### src/rtl/alarm_pkg.sv
// Shared constants and types for the alarm register bank: address map and scanner states.
// Pure declarations; no latency, no backpressure.
package alarm_pkg;

  localparam int ADDR_CUR_HR   = 0;
  localparam int ADDR_CUR_MIN  = 1;
  localparam int ADDR_ALM_BASE = 2;

  // The enable mask sits directly after the last alarm minute register.
  function automatic int mask_addr(input int num_alarms);
    return ADDR_ALM_BASE + 2 * num_alarms;
  endfunction

  typedef enum logic {
    S_IDLE = 1'b0,
    S_SCAN = 1'b1
  } scan_state_t;

endpackage

### src/rtl/alarm_reg_bank_if.sv
// Byte-wide write port plus registered read port of the alarm register bank.
// Writes take effect next cycle; read data follows rd_en by one cycle; no backpressure.
interface alarm_reg_bank_if #(
  parameter int ADDR_W = 4,
  parameter int DATA_W = 8
);

  logic              wr_en;
  logic [ADDR_W-1:0] addr;
  logic [DATA_W-1:0] data;
  logic              commit;
  logic              rd_en;
  logic [ADDR_W-1:0] rd_addr;
  logic [DATA_W-1:0] rd_data;
  logic              rd_valid;
  logic              wr_err;

  modport master (
    output wr_en, addr, data, commit, rd_en, rd_addr,
    input  rd_data, rd_valid, wr_err
  );

  modport slave (
    input  wr_en, addr, data, commit, rd_en, rd_addr,
    output rd_data, rd_valid, wr_err
  );

endinterface

### src/rtl/alarm_match_scanner.sv
// Walks the alarm slots one per cycle after a trigger and pulses alarm_hit on an enabled time match.
// Hit is registered one cycle after its compare; a trigger mid-scan restarts at slot 0; no backpressure.
module alarm_match_scanner
  import alarm_pkg::*;
#(
  parameter int DATA_W     = 8,
  parameter int NUM_ALARMS = 4,
  parameter int IDX_W      = 2
) (
  input  logic                         clk,
  input  logic                         reset,
  input  logic                         trigger,
  input  logic [DATA_W-1:0]            curr_hour,
  input  logic [DATA_W-1:0]            curr_min,
  input  logic [NUM_ALARMS-1:0]        alarm_en,
  input  logic [NUM_ALARMS*DATA_W-1:0] alarm_hr,
  input  logic [NUM_ALARMS*DATA_W-1:0] alarm_min,
  output logic                         alarm_hit,
  output logic [IDX_W-1:0]             hit_idx,
  output logic                         scan_busy
);

  scan_state_t      state_q, state_d;
  logic [IDX_W-1:0] idx_q, idx_d;
  logic             cmp_hit;

  always_comb begin
    cmp_hit = 1'b0;
    for (int k = 0; k < NUM_ALARMS; k++) begin
      if (idx_q == IDX_W'(k)) begin
        cmp_hit = alarm_en[k]
               && (alarm_hr[k*DATA_W +: DATA_W] == curr_hour)
               && (alarm_min[k*DATA_W +: DATA_W] == curr_min);
      end
    end
  end

  always_comb begin
    state_d = state_q;
    idx_d   = idx_q;
    case (state_q)
      S_IDLE: begin
        if (trigger) begin
          state_d = S_SCAN;
          idx_d   = '0;
        end
      end
      S_SCAN: begin
        if (trigger) begin
          idx_d = '0;
        end else if (idx_q == IDX_W'(NUM_ALARMS - 1)) begin
          state_d = S_IDLE;
          idx_d   = '0;
        end else begin
          idx_d = idx_q + 1'b1;
        end
      end
      default: begin
        state_d = S_IDLE;
        idx_d   = '0;
      end
    endcase
  end

  // The compare of the current slot is always registered, even on a restart cycle.
  always_ff @(posedge clk) begin
    if (reset) begin
      state_q   <= S_IDLE;
      idx_q     <= '0;
      alarm_hit <= 1'b0;
      hit_idx   <= '0;
    end else begin
      state_q   <= state_d;
      idx_q     <= idx_d;
      alarm_hit <= (state_q == S_SCAN) && cmp_hit;
      if ((state_q == S_SCAN) && cmp_hit) begin
        hit_idx <= idx_q;
      end
    end
  end

  assign scan_busy = (state_q == S_SCAN);

endmodule

### src/rtl/alarm_reg_bank.sv
// Current time plus NUM_ALARMS alarm slots with checked writes, registered reads and a match scanner.
// Writes visible next cycle, reads one cycle; no backpressure. Optional SHADOW_COMMIT_EN stages writes until commit.
module alarm_reg_bank
  import alarm_pkg::*;
#(
  parameter int DATA_W     = 8,
  parameter int NUM_ALARMS = 4,
  parameter int ADDR_W     = 4,
  parameter int MAX_HOUR   = 23,
  parameter int MAX_MIN    = 59,
  localparam int IDX_W     = (NUM_ALARMS > 1) ? $clog2(NUM_ALARMS) : 1
) (
  input  logic                         clk,
  input  logic                         reset,
  alarm_reg_bank_if.slave              bus,
  output logic [DATA_W-1:0]            curr_hour,
  output logic [DATA_W-1:0]            curr_min,
  output logic [NUM_ALARMS-1:0]        alarm_en,
  output logic [NUM_ALARMS*DATA_W-1:0] alarm_hr,
  output logic [NUM_ALARMS*DATA_W-1:0] alarm_min,
  output logic                         alarm_hit,
  output logic [IDX_W-1:0]             hit_idx,
  output logic                         scan_busy
);

  localparam int MASK_ADDR = mask_addr(NUM_ALARMS);

  logic                  sel_chr, sel_cmin, sel_mask;
  logic [NUM_ALARMS-1:0] sel_ahr, sel_amin;
  logic                  hr_ok, min_ok, wr_ok, wr_bad;
  logic                  scan_trig;

  always_comb begin
    sel_chr  = (bus.addr == ADDR_W'(ADDR_CUR_HR));
    sel_cmin = (bus.addr == ADDR_W'(ADDR_CUR_MIN));
    sel_mask = (bus.addr == ADDR_W'(MASK_ADDR));
    sel_ahr  = '0;
    sel_amin = '0;
    for (int k = 0; k < NUM_ALARMS; k++) begin
      sel_ahr[k]  = (bus.addr == ADDR_W'(ADDR_ALM_BASE + 2*k));
      sel_amin[k] = (bus.addr == ADDR_W'(ADDR_ALM_BASE + 2*k + 1));
    end
    hr_ok  = (bus.data <= DATA_W'(MAX_HOUR));
    min_ok = (bus.data <= DATA_W'(MAX_MIN));
    wr_ok  = bus.wr_en && ((((sel_chr  || (|sel_ahr))) && hr_ok)
                        || (((sel_cmin || (|sel_amin))) && min_ok)
                        || sel_mask);
    wr_bad = bus.wr_en && !wr_ok;
  end

  // Visible registers drive the outputs, the read port and the scanner.
  logic [DATA_W-1:0]     vis_chr, vis_cmin;
  logic [DATA_W-1:0]     vis_ahr  [NUM_ALARMS];
  logic [DATA_W-1:0]     vis_amin [NUM_ALARMS];
  logic [NUM_ALARMS-1:0] vis_en;

  // Write target (visible or shadow copy) and its value after this cycle's write.
  logic [DATA_W-1:0]     base_chr, base_cmin, nxt_chr, nxt_cmin;
  logic [DATA_W-1:0]     base_ahr  [NUM_ALARMS];
  logic [DATA_W-1:0]     base_amin [NUM_ALARMS];
  logic [DATA_W-1:0]     nxt_ahr   [NUM_ALARMS];
  logic [DATA_W-1:0]     nxt_amin  [NUM_ALARMS];
  logic [NUM_ALARMS-1:0] base_en, nxt_en;

  always_comb begin
    nxt_chr  = base_chr;
    nxt_cmin = base_cmin;
    nxt_ahr  = base_ahr;
    nxt_amin = base_amin;
    nxt_en   = base_en;
    if (wr_ok) begin
      if (sel_chr)  nxt_chr  = bus.data;
      if (sel_cmin) nxt_cmin = bus.data;
      if (sel_mask) nxt_en   = bus.data[NUM_ALARMS-1:0];
      for (int k = 0; k < NUM_ALARMS; k++) begin
        if (sel_ahr[k])  nxt_ahr[k]  = bus.data;
        if (sel_amin[k]) nxt_amin[k] = bus.data;
      end
    end
  end

`ifdef SHADOW_COMMIT_EN
  logic [DATA_W-1:0]     sh_chr, sh_cmin;
  logic [DATA_W-1:0]     sh_ahr  [NUM_ALARMS];
  logic [DATA_W-1:0]     sh_amin [NUM_ALARMS];
  logic [NUM_ALARMS-1:0] sh_en;

  assign base_chr  = sh_chr;
  assign base_cmin = sh_cmin;
  assign base_ahr  = sh_ahr;
  assign base_amin = sh_amin;
  assign base_en   = sh_en;

  // Commit publishes the shadow including any write landing in the same cycle.
  always_ff @(posedge clk) begin
    if (reset) begin
      sh_chr   <= '0;
      sh_cmin  <= '0;
      sh_en    <= '0;
      vis_chr  <= '0;
      vis_cmin <= '0;
      vis_en   <= '0;
      for (int k = 0; k < NUM_ALARMS; k++) begin
        sh_ahr[k]   <= '0;
        sh_amin[k]  <= '0;
        vis_ahr[k]  <= '0;
        vis_amin[k] <= '0;
      end
    end else begin
      sh_chr  <= nxt_chr;
      sh_cmin <= nxt_cmin;
      sh_ahr  <= nxt_ahr;
      sh_amin <= nxt_amin;
      sh_en   <= nxt_en;
      if (bus.commit) begin
        vis_chr  <= nxt_chr;
        vis_cmin <= nxt_cmin;
        vis_ahr  <= nxt_ahr;
        vis_amin <= nxt_amin;
        vis_en   <= nxt_en;
      end
    end
  end

  assign scan_trig = bus.commit;
`else
  logic unused_commit;
  assign unused_commit = bus.commit;

  assign base_chr  = vis_chr;
  assign base_cmin = vis_cmin;
  assign base_ahr  = vis_ahr;
  assign base_amin = vis_amin;
  assign base_en   = vis_en;

  always_ff @(posedge clk) begin
    if (reset) begin
      vis_chr  <= '0;
      vis_cmin <= '0;
      vis_en   <= '0;
      for (int k = 0; k < NUM_ALARMS; k++) begin
        vis_ahr[k]  <= '0;
        vis_amin[k] <= '0;
      end
    end else begin
      vis_chr  <= nxt_chr;
      vis_cmin <= nxt_cmin;
      vis_ahr  <= nxt_ahr;
      vis_amin <= nxt_amin;
      vis_en   <= nxt_en;
    end
  end

  // Only a change of the current time can create a new match.
  assign scan_trig = wr_ok && (sel_chr || sel_cmin);
`endif

  logic [DATA_W-1:0] rd_mux;

  always_comb begin
    rd_mux = '0;
    if (bus.rd_addr == ADDR_W'(ADDR_CUR_HR))  rd_mux = vis_chr;
    if (bus.rd_addr == ADDR_W'(ADDR_CUR_MIN)) rd_mux = vis_cmin;
    if (bus.rd_addr == ADDR_W'(MASK_ADDR))    rd_mux = DATA_W'(vis_en);
    for (int k = 0; k < NUM_ALARMS; k++) begin
      if (bus.rd_addr == ADDR_W'(ADDR_ALM_BASE + 2*k))     rd_mux = vis_ahr[k];
      if (bus.rd_addr == ADDR_W'(ADDR_ALM_BASE + 2*k + 1)) rd_mux = vis_amin[k];
    end
  end

  always_ff @(posedge clk) begin
    if (reset) begin
      bus.rd_data  <= '0;
      bus.rd_valid <= 1'b0;
      bus.wr_err   <= 1'b0;
    end else begin
      bus.rd_valid <= bus.rd_en;
      bus.wr_err   <= wr_bad;
      if (bus.rd_en) begin
        bus.rd_data <= rd_mux;
      end
    end
  end

  assign curr_hour = vis_chr;
  assign curr_min  = vis_cmin;
  assign alarm_en  = vis_en;

  for (genvar g = 0; g < NUM_ALARMS; g++) begin : g_pack
    assign alarm_hr[g*DATA_W +: DATA_W]  = vis_ahr[g];
    assign alarm_min[g*DATA_W +: DATA_W] = vis_amin[g];
  end

  alarm_match_scanner #(
    .DATA_W     (DATA_W),
    .NUM_ALARMS (NUM_ALARMS),
    .IDX_W      (IDX_W)
  ) u_scanner (
    .clk       (clk),
    .reset     (reset),
    .trigger   (scan_trig),
    .curr_hour (vis_chr),
    .curr_min  (vis_cmin),
    .alarm_en  (vis_en),
    .alarm_hr  (alarm_hr),
    .alarm_min (alarm_min),
    .alarm_hit (alarm_hit),
    .hit_idx   (hit_idx),
    .scan_busy (scan_busy)
  );

endmodule

### src/flat_wrapper.sv
// flat-port wrapper written by rule: the top's interface ports become plain ports
module alarm_reg_bank_flat import alarm_pkg::*;
#(
  parameter int DATA_W     = 8,
  parameter int NUM_ALARMS = 4,
  parameter int ADDR_W     = 4,
  parameter int MAX_HOUR   = 23,
  parameter int MAX_MIN    = 59,
  localparam int IDX_W     = (NUM_ALARMS > 1) ? $clog2(NUM_ALARMS) : 1
)
  (clk, reset, curr_hour, curr_min, alarm_en, alarm_hr, alarm_min, alarm_hit, hit_idx, scan_busy, bus_wr_en, bus_addr, bus_data, bus_commit, bus_rd_en, bus_rd_addr, bus_rd_data, bus_rd_valid, bus_wr_err);
  alarm_reg_bank_if #(.ADDR_W(ADDR_W), .DATA_W(DATA_W)) bus_i ();
  input  logic clk;
  input  logic reset;
  output logic [DATA_W-1:0] curr_hour;
  output logic [DATA_W-1:0] curr_min;
  output logic [NUM_ALARMS-1:0] alarm_en;
  output logic [NUM_ALARMS*DATA_W-1:0] alarm_hr;
  output logic [NUM_ALARMS*DATA_W-1:0] alarm_min;
  output logic alarm_hit;
  output logic [IDX_W-1:0] hit_idx;
  output logic scan_busy;
  input wire logic [$bits(bus_i.wr_en)-1:0] bus_wr_en;
  input wire logic [$bits(bus_i.addr)-1:0] bus_addr;
  input wire logic [$bits(bus_i.data)-1:0] bus_data;
  input wire logic [$bits(bus_i.commit)-1:0] bus_commit;
  input wire logic [$bits(bus_i.rd_en)-1:0] bus_rd_en;
  input wire logic [$bits(bus_i.rd_addr)-1:0] bus_rd_addr;
  output wire logic [$bits(bus_i.rd_data)-1:0] bus_rd_data;
  output wire logic [$bits(bus_i.rd_valid)-1:0] bus_rd_valid;
  output wire logic [$bits(bus_i.wr_err)-1:0] bus_wr_err;
  assign bus_i.wr_en = bus_wr_en;
  assign bus_i.addr = bus_addr;
  assign bus_i.data = bus_data;
  assign bus_i.commit = bus_commit;
  assign bus_i.rd_en = bus_rd_en;
  assign bus_i.rd_addr = bus_rd_addr;
  assign bus_rd_data = bus_i.rd_data;
  assign bus_rd_valid = bus_i.rd_valid;
  assign bus_wr_err = bus_i.wr_err;
  alarm_reg_bank #(.DATA_W(DATA_W), .NUM_ALARMS(NUM_ALARMS), .ADDR_W(ADDR_W), .MAX_HOUR(MAX_HOUR), .MAX_MIN(MAX_MIN)) u_core (.clk(clk), .reset(reset), .bus(bus_i), .curr_hour(curr_hour), .curr_min(curr_min), .alarm_en(alarm_en), .alarm_hr(alarm_hr), .alarm_min(alarm_min), .alarm_hit(alarm_hit), .hit_idx(hit_idx), .scan_busy(scan_busy));
endmodule
### config.mk
export PLATFORM = sky130hd
export DESIGN_NAME = alarm_reg_bank_flat
export DESIGN_NICKNAME = d
export VERILOG_FILES = /design/src/rtl/alarm_pkg.sv /design/src/rtl/alarm_reg_bank_if.sv /design/src/rtl/alarm_match_scanner.sv /design/src/rtl/alarm_reg_bank.sv /design/src/flat_wrapper.sv
export SDC_FILE = /design/constraint.sdc
export NUM_CORES = 1
export LEC_CHECK = 0
export BUFFER_PORTS_ARGS = -buffer_cell sky130_fd_sc_hd__buf_2
export CORE_MARGIN = 5
export CORE_UTILIZATION = 55
export DETAILED_ROUTE_END_ITERATION = 7
export PLACE_DENSITY_LB_ADDON = 0.15
export SLEW_MARGIN = 20
export SYNTH_ARGS = -nofsm -noshare
export SYNTH_HDL_FRONTEND = slang
export SYNTH_HIERARCHICAL = 1
export SYNTH_SLANG_ARGS = --single-unit
### constraint.sdc
create_clock -name clk -period 2.25 [get_ports clk]
set_input_delay 0.45 -clock clk [delete_from_list [all_inputs] [get_ports clk]]
set_output_delay 0.45 -clock clk [all_outputs]
set_load 0.01 [all_outputs]
Word level (Yosys, flattened, before mapping) --
Index checks and enable logic that the tools add are counted.
Storage, ports and cells: flip-flop bits (word level) 100, latch bits 0, RAM bits 0, ROM bits 0, input bits 21, word-level logic and storage cells 113, memories 0
Operators by class: add/sub/neg operators 1, $mul 0, div/mod/pow operators 0, magnitude comparators 2, eq/ne operators 32, shift operators 0, multiplexer cells 23, bitwise operators 1, reduce and logical (&&, ||, !) cells 36
Operator list (number):
- 2-to-1 mux 8 bit | 11
- equality test 8 bit | 8
- equality test 4 x 3 -> 1 bit, second input constant | 8
- equality test 4 bit, second input constant | 6
- AND reduction 2 bit | 11
- equality test 4 x 2 -> 1 bit, second input constant | 4
- logical AND 1 bit | 14
- equality test 4 x 1 -> 1 bit, second input constant | 2
- less-or-equal comparator 8 x 5 -> 1 bit, second input constant | 1
- less-or-equal comparator 8 x 6 -> 1 bit, second input constant | 1
- logical NOT 4 bit | 2
- OR reduction 4 bit | 2
- 2-to-1 mux 1 bit | 7
- 2-to-1 mux 2 bit | 3
- logical OR 1 bit | 5
- equality test 2 bit, second input constant | 2
- case mux 2 bit (2 select lines) | 1
- adder 2 x 1 -> 2 bit, second input constant | 1
- equality test 2 x 1 -> 1 bit, second input constant | 1
- logical NOT 2 bit | 1
- inequality test 2 x 1 -> 1 bit, second input constant | 1
- case mux 1 bit (2 select lines) | 1
- logical NOT 1 bit | 1
- inverter 1 bit | 1

Longest topological paths before layout --
Gate-level depths: netlist (run 1).
depth after elaboration 12, gate-level depth with buffers 8

Modules after synthesis --
Netlist (run 1), hierarchy kept.
By module, submodules not included:
- alarm_reg_bank | times used 1, cells each 445, area each 4275.4 µm², sequential area each 1881.8 µm²
- alarm_match_scanner | times used 1, cells each 133, area each 1196.1 µm², sequential area each 120.1 µm²

Worst setup path before layout (run 1) --
No wires, ideal clock.
path kind input to register, start point in bus_addr[0], end point reg u_core.vis_ahr, in the netlist u_core/alarm_hr[10], setup time 0.128 ns, arrival time 1.843 ns, data required time 2.122 ns, slack 0.280 ns, stages on the path 6, path through buf_6 a21boi_4 o2111ai_4 nor4_4 mux2i_1 nor2_1
On the way: cells in the longest elaborated chain, start to end 8
RTL lines:
- start, declared | RTL line flat_wrapper.sv:24 | input wire logic [$bits(bus_i.addr)-1:0] bus_addr;
- equality test 4 x 2 -> 1 bit (tied with other cells) | RTL line alarm_reg_bank.sv:40 | sel_ahr[k] = (bus.addr == ADDR_W'(ADDR_ALM_BASE + 2*k));
- OR reduction 4 bit (on tied branches) | RTL line alarm_reg_bank.sv:45, alarm_reg_bank.sv:46
- logical OR 1 bit (on tied branches) | RTL line alarm_reg_bank.sv:45, alarm_reg_bank.sv:46
- logical AND 1 bit (on tied branches) | RTL line alarm_reg_bank.sv:45, alarm_reg_bank.sv:46
- logical OR 1 bit | RTL line alarm_reg_bank.sv:46 | || (((sel_cmin || (|sel_amin))) && min_ok)
- logical OR 1 bit | RTL line alarm_reg_bank.sv:47 | || sel_mask);
- logical AND 1 bit | RTL line alarm_reg_bank.sv:45 | wr_ok = bus.wr_en && ((((sel_chr || (|sel_ahr))) && hr_ok)
- AND reduction 2 bit (no source line) *
- end signal, assigned | RTL line alarm_reg_bank.sv:148 | vis_ahr <= nxt_ahr;
- end, declared | RTL line alarm_reg_bank.sv:53 | logic [DATA_W-1:0] vis_ahr [NUM_ALARMS];
Every way passes the cells marked *; elsewhere a longest branch is shown, timed or not. A chain may end at the register's enable or synchronous reset.

Worst setup path after layout (run 1) --
start point reg u_core.vis_cmin[0] (netlist: u_core/curr_min[0]), end point reg u_core.u_scanner.hit_idx[1]
On the way: cells in the longest elaborated chain, start to end 7
RTL lines:
- start, declared | RTL line alarm_reg_bank.sv:52 | logic [DATA_W-1:0] vis_chr, vis_cmin;
- start signal, assigned | RTL line alarm_reg_bank.sv:147 | vis_cmin <= nxt_cmin;
- equality test 8 bit | RTL line alarm_match_scanner.sv:33 | && (alarm_min[k*DATA_W +: DATA_W] == curr_min);
- logical AND 1 bit | RTL line alarm_match_scanner.sv:33
- 2-to-1 mux 1 bit (3 in series) | RTL line alarm_match_scanner.sv:30 | if (idx_q == IDX_W'(k)) begin
- 2-to-1 mux 1 bit * | RTL line alarm_match_scanner.sv:30
- logical AND 1 bit * | RTL line alarm_match_scanner.sv:76 | if ((state_q == S_SCAN) && cmp_hit) begin
- end signal, assigned | RTL line alarm_match_scanner.sv:77 | hit_idx <= idx_q;
- end, declared | RTL line alarm_match_scanner.sv:19 | output logic [IDX_W-1:0] hit_idx,
Marked as above.

==> results by group, run 1 <==
CTS
  • CTS max path bufs: 2
  • Cts bufs inserted: 9
  • CTS Sinks: 100
  • CTS HTree Levels: 3
  • Post_cts resized: 0
  • Worst-Skew Late Latency: 0.39 ns
  • Clk slew on worst S/H paths: 0.10 ns
  • CTS root buf: clkbuf_8
  • Setup Fix Bufs, Post-CTS: 0
  • CTS tree: done
  • Hold_buf cts: 0

Finish
  • # diodes: 0
  • Nets: 723
  • Layout cells sized above 1: 28.10%
  • Final Non-Filler Cells: 834
  • Area growth syn-to-layout: 18.23%
  • Layout fillers: 850
  • Multi-input logic area: 3141 sq um
  • Register area: 2002 sq um

Critical path
  • Critical Path Start Type: register
  • CP max FO: 7
  • Setup crit end kind: register
  • Req. time, crit path: 2.57 ns
  • CP top delay family: flip-flops
  • Arr. time, crit path: 2.47 ns
  • Crit Path Class: reg -> reg
  • Cell Chain, Critical Path: xnor2_1, nand4_1, nor4_1, a41oi_1, a31oi_4, mux2i_1
  • Crit-path max cell delay: 0.67 ns
  • Slowest-stage cell, CP: dfxtp_1
  • Crit path buffers/inverters: 0

Synthesis
  • Post-synthesis sequential area ratio: 36.59%
  • Post-synth EDFFs: 0
  • Async S/R FF share, synth: 0%
  • Yosys warnings: 6
  • Most common flop cell mapped by yosys: dfxtp_1
  • Post-Syn Instances: 578
  • #FFs+latches synth: 100
  • Synthesized Nets: 603
  • Post-Syn Area: 5471 sq um
  • Mean post-synth cell area: 9.466 sq um
  • Synth unique cells: 54

Timing
  • TNS Setup: 0 ns
  • Final setup fails: 0
  • Final period util: 95.55%
  • Clock skew: 0.005115 ns
  • Min Tclk post-route: 2.150 ns
  • Final hold viol count: 0
  • F_max: 465.2 MHz
  • RSZ-0062 raised after global routing: no
  • Max-slew violation count: 0
  • Slew @ Worst Pin: 0.6436 ns
  • Max_slew headroom: 56.95%

Power
  • Sequential share of power: 56.4%
  • Power Internal: 2312 uW
  • Total Power: 3172 uW
  • Sw frac: 27.10%
  • VDD IR max: 0.3690 mV
  • Lkg Pwr: 0.002531 uW
  • Power density cells: 490.3 nW/um^2
  • Switching power: 859.7 uW
  • Combinational Power Share: 10.1%
  • Part of the power in the clock network: 33.4%

Place
  • Port Buffer Count: 117
  • Gpl congestion: 1.004
  • Detail Placement HPWL: 13,940 um
  • Placed Cells: 820

Routing
  • Avg WL per Cell: 22.18 um
  • Routed Antenna Nets: 0
  • Final wirelength: 18,500 um
  • DRC violations left: 0
  • DR vias: 5,021
  • Pre-antenna DRT Iters: 7
  • Initial DRC count: 490
  • Vias per cell: 6.020

Floorplanning
  • Core Region: 9729 sq um
  • I/O pins: 119
  • Die Height: 109.7 um
  • Initial core utilization: 56.24%
  • Die Area: 12,040 sq um
  • FP Rows: 36
  • Die Wd: 109.7 um

Global routing
  • Largest net degree at the start of global routing: 50
  • Global-route wire length before repair: 27,600 um
  • Vias in the first global route: 4,695
  • Initial antenna violation count: 0
  • GRT Overall Usage: 30.93%
  • GR Overflow Total: 0

Outcome
  • Status: completed

Flow run
  • Maxcap violations: 0

Hold path
  • HP Class: in -> reg
[worst paths after layout]
path	from	endpoint	slack [ns]	cells past startpoint
setup / recovery	u_core/curr_min[0]	u_core/u_scanner/hit_idx[1]	0.10	6
setup reg to reg	u_core/curr_min[0]	u_core/u_scanner/hit_idx[1]	0.10	6
hold / removal	bus_addr[2]	u_core/bus.wr_err	0.37	2
hold reg to reg	u_core/u_scanner/hit_idx[0]	u_core/u_scanner/hit_idx[0]	0.49	2
[synth_stat cells (2+ instances only)]
master	n	area share (%)
a211oi_1	2	0.27
a2bb2oi_1	5	0.80
mux2i_1	73	13
a32oi_1	2	0.32
nor2_1	79	5.4
nor3_4	4	1.2
nor3_1	10	0.91
nor3b_1	24	3.3
and2_1	3	0.34
a2111oi_0	3	0.48
nand2b_1	9	1.0
nor4_1	6	0.69
o32ai_1	2	0.32
xnor2_1	59	9.4
nand2_1	10	0.69
buf_6	13	2.7
nand3_1	7	0.64
a221oi_1	3	0.48
inv_1	11	0.75
xnor2_2	5	1.5
nor4_4	5	1.9
mux2_2	4	0.82
a41oi_1	3	0.48
o2111ai_1	2	0.32
o22ai_1	5	0.57
dfxtp_1	100	37
a31oi_1	5	0.57
a21oi_1	20	1.8
nand4_1	16	1.8
clkbuf_1	23	1.6
nand3b_1	2	0.27
ha_1	4	0.91
nor2b_1	5	0.57
buf_2	11	1.0
o211ai_1	5	0.69
o221ai_1	4	0.64
buf_1	3	0.21
o21ai_0	15	1.4
[layer usage]
metal  GRT usage [%]  share of wire (%)  vias to the layer above
li1                -                  -                     2268
met1           43.36                 42                     2432
met2           48.74                 47                      286
met5               0               0.20                        -
met4           9.617                2.1                        2
met3           5.050                9.2                       33
[power by group through the flow]
stage / logic [uW] / clock network (uW) / registers (uW)
6_report: 322 / 1060 / 1790
5_1_grt: 342 / 1130 / 1790
4_1_cts: 313 / 1050 / 1790
3_5_place_dp: 312 / 0 / 1830
3_3_place_gp: 306 / 0 / 1830
2_1_floorplan: 191 / 0 / 1830
[sequential cells by signal, indices dropped and copies added (netlist names)]
| name | cells |
|---|---|
| u_core/alarm_hr | 32 |
| u_core/alarm_min | 32 |
| u_core/bus.rd_data | 8 |
| u_core/curr_hour | 8 |
| u_core/curr_min | 8 |
| u_core/alarm_en | 4 |
| u_core/u_scanner/hit_idx | 2 |
| u_core/u_scanner/idx_q | 2 |
| u_core/bus.rd_valid | 1 |
| u_core/bus.wr_err | 1 |
| u_core/u_scanner/alarm_hit | 1 |
| u_core/u_scanner/scan_busy | 1 |
[metrics by stage]
| step | hold WS, ns | utilization, % | worst slack, ns | cell area [sq um] |
|---|---|---|---|---|
| global placement | 0.4611 | 64.71 | 0.2131 | 6296 |
| CTS | 0.3750 | 66.40 | 0.1472 | 6460 |
| global route | 0.3860 | 66.49 | 0.007736 | 6469 |
| finish | 0.3718 | 66.49 | 0.1002 | 6469 |
| detailed placement | 0.4738 | 64.71 | 0.1491 | 6296 |
| floorplan | 0.4851 | - | 0.2795 | 5472 |
[worst reg2reg max path, stage by stage (launching register included)]
cell and delay [ns]:
dfxtp_1 0.67, xnor2_1 0.18, nand4_1 0.12, nor4_1 0.39, a41oi_1 0.26, a31oi_4 0.26
mux2i_1 0.22
[final cells by class]
class,instances,share of cell area [%]
clock buffers,10,2.128
clock inverters,4,0.4062
inverters,12,0.6963
multi-input cells,416,48.55
flip-flops and latches,100,30.95
well taps,133,2.573
repair buffers,159,14.70
[kinds of logic after synthesis]
logic type / share of synthesized area, %
mux: 14.59
compound gates: 10.86
flops: 36.59
simple gates: 19.83
fa+ha+maj: 0.9147
xor+xnor: 10.93
buf+inv: 6.288
[cells in the final DEF, fill, tap and decap left out, drive strengths merged, types with 4 or more instances in the layout]
cell	count
buf	159
dfxtp	100
nor2	79
mux2i	73
xnor2	64
nor3b	24
a21oi	20
nand4	16
o21ai	15
nor3	14
inv	12
nor4	11
clkbuf	10
nand2	10
nand2b	9
nand3	7
a31oi	6
o211ai	5
nor2b	5
o22ai	5
a2bb2oi	5
o221ai	4
mux2	4
ha	4
No activity file was read; power rests on OpenSTA's default activity.
==> inputs of run 2 (changes only) <==
CORE_UTILIZATION = 57   (was 55)
CTS_BUF_LIST = sky130_fd_sc_hd__clkbuf_8   (was unset)
==> run 2 against run 1 <==
Effect of this change: fmax grew 0.26%; flip-flop and latch count did not move; count of clock-buffer cells in the layout fell by 1; routed wire length fell by 2.5%; clock skew increased by 0.0074 ns; non-clock buffer count fell by 6; via count decreased by 0.18%; combinational power shrank 4%; cell count is 0.96% lower; sequential share of layout area up 0.19 points; cell area fell by 0.62%; critical endpoint is now u_core/u_scanner/hit_idx[0]; largest power group unchanged; highest routed layer is now met4.
==> results by group, run 2 (synthesis gave the netlist of run 1 again) <==
Global routing
  • GRT Overall Usage: 31.24%
  • Largest net degree at the start of global routing: 52
  • Vias in the first global route: 4,720
  • GR Overflow Total: 0
  • Initial antenna violation count: 0
  • Global-route wire length before repair: 27,520 um

Floorplanning
  • Initial core utilization: 58.94%
  • Core Region: 9284 sq um
  • Die Height: 108.0 um
  • FP Rows: 35
  • I/O pins: 119
  • Die Wd: 108.0 um
  • Die Area: 11,660 sq um

CTS
  • CTS root buf: clkbuf_8
  • CTS Sinks: 100
  • CTS tree: done
  • CTS max path bufs: 2
  • Setup Fix Bufs, Post-CTS: 0
  • Clk slew on worst S/H paths: 0.10 ns
  • Cts bufs inserted: 9
  • CTS HTree Levels: 3
  • Worst-Skew Late Latency: 0.38 ns

Timing
  • Final setup fails: 0
  • Min Hold Slack: 0.3849 ns
  • Final period util: 95.30%
  • F_max: 466.4 MHz
  • Min Tclk post-route: 2.144 ns
  • Max-slew violation count: 0
  • Max_slew headroom: 54.86%
  • Clock skew: 0.01254 ns
  • Final hold viol count: 0
  • RSZ-0062 raised after global routing: no
  • Slew @ Worst Pin: 0.6720 ns
  • Worst Slack Setup Final: 0.1057 ns

Critical path
  • Crit Path Class: reg -> reg
  • R2r startpoint: u_core/u_scanner/idx_q[0]
  • Cells on worst reg2reg path: 8
  • CP max FO: 4
  • Arr. time, crit path: 2.44 ns
  • Reg-to-Reg End: u_core/u_scanner/hit_idx[0]
  • Setup crit end kind: register
  • Req. time, crit path: 2.55 ns
  • R2r setup slk: 0.11 ns
  • Critical Path Start Type: register

Routing
  • Pre-antenna DRT Iters: 7
  • Routed Antenna Nets: 0
  • Avg WL per Cell: 21.84 um
  • Vias per cell: 6.068
  • Initial DRC count: 451
  • DRC violations left: 0
  • DR vias: 5,012
  • Final wirelength: 18,040 um

Finish
  • Layout cells sized above 1: 27.83%
  • Most common cell after layout, fill and taps aside: buf_2
  • Post-route core utilization: 69.25%
  • # diodes: 0
  • Leading cell types in the layout, fill and taps excluded: buf_2 (117), dfxtp_1 (100), nor2_1 (79)
  • Area growth syn-to-layout: 17.49%
  • Nets: 717

Power
  • Power density cells: 505.0 nW/um^2
  • VDD IR max: 0.3403 mV
  • Total Power: 3247 uW
  • Lkg Pwr: 0.002505 uW

Place
  • Port Buffer Count: 117
  • Gpl congestion: 1.008
  • Detail Placement HPWL: 13,750 um
  • Post-Place Setup Slack: -0.1401 ns

Outcome
  • Status: completed

Hold path
  • Hold Path Stages: 2
  • HP Class: in -> reg
  • Beginning of the worst hold path: bus_addr[2]
  • Hold endpoint: u_core/bus.wr_err

Flow run
  • Maxcap violations: 0
-- run 2: cell count changes in the layout (fill, tap and decap cells not counted), sizes merged --
cell and delta:
buf -6, inv +3, clkbuf -1
-- run 2: where the power goes --
group	internal (uW)	switching, uW	leakage, uW
logic	104	207	0.00160
clock network	434	712	0.0000955
registers	1780	10.4	0.000806
-- run 2: final cells by class --
cell class | instances | area, sq um
Sequential cell | 100 | 2002
Clock buffer | 9 | 123.9
Timing Repair Buffer | 153 | 880.8
Fill cell | 803 | 2855
Inverter | 12 | 45.04
Clock inverter | 7 | 70.07
Multi-Input combinational cell | 416 | 3146
Tap cell | 129 | 161.4
-- run 2: timing repair --
action                                  in CTS  in global routing
resized for setup                            0                  2
endpoints found under the setup margin       0                  3
hold buffers                                 0                  0
-- run 2: worst max path at each step --
stage | from | to | slack (ns) | cells after the start
finish | u_core/u_scanner/idx_q[0] | u_core/u_scanner/hit_idx[0] | 0.11 | 8
global route | u_core/u_scanner/idx_q[0] | u_core/u_scanner/hit_idx[0] | 0.004 | 8
CTS | u_core/u_scanner/idx_q[0] | u_core/u_scanner/hit_idx[0] | 0.14 | 8
detailed placement | bus_rd_addr[2] | u_core/bus.rd_data[2] | -0.14 | 6
global placement | bus_data[5] | u_core/alarm_min[11] | 0.13 | 6
floorplan | bus_addr[0] | u_core/alarm_hr[10] | 0.28 | 6
-- run 2: through the flow --
step                cell area, sq um  cells  TNS, ns
floorplan                       5472    578        0
global placement                6221    810        0
detailed placement              6221    810  -0.1401
CTS                             6415    826        0
global route                    6429    826        0
finish                          6429    826        0
-- run 2: worst max-delay path, cell delays in order (launching register included) --
cell,delay (ns)
dfxtp_1,0.40
inv_1,0.11
ha_1,0.27
nor2_1,0.13
nand4_1,0.10
nor4_1,0.30
nand4_1,0.23
a31oi_4,0.30
mux2i_1,0.23
-- run 2: routing by layer --
metal / GRT usage, % / routed length (um)
met3: 4.358 / 1346
met2: 50.58 / 8443
met4: 9.378 / 437
met1: 43.44 / 7808
met5: 0 / 0
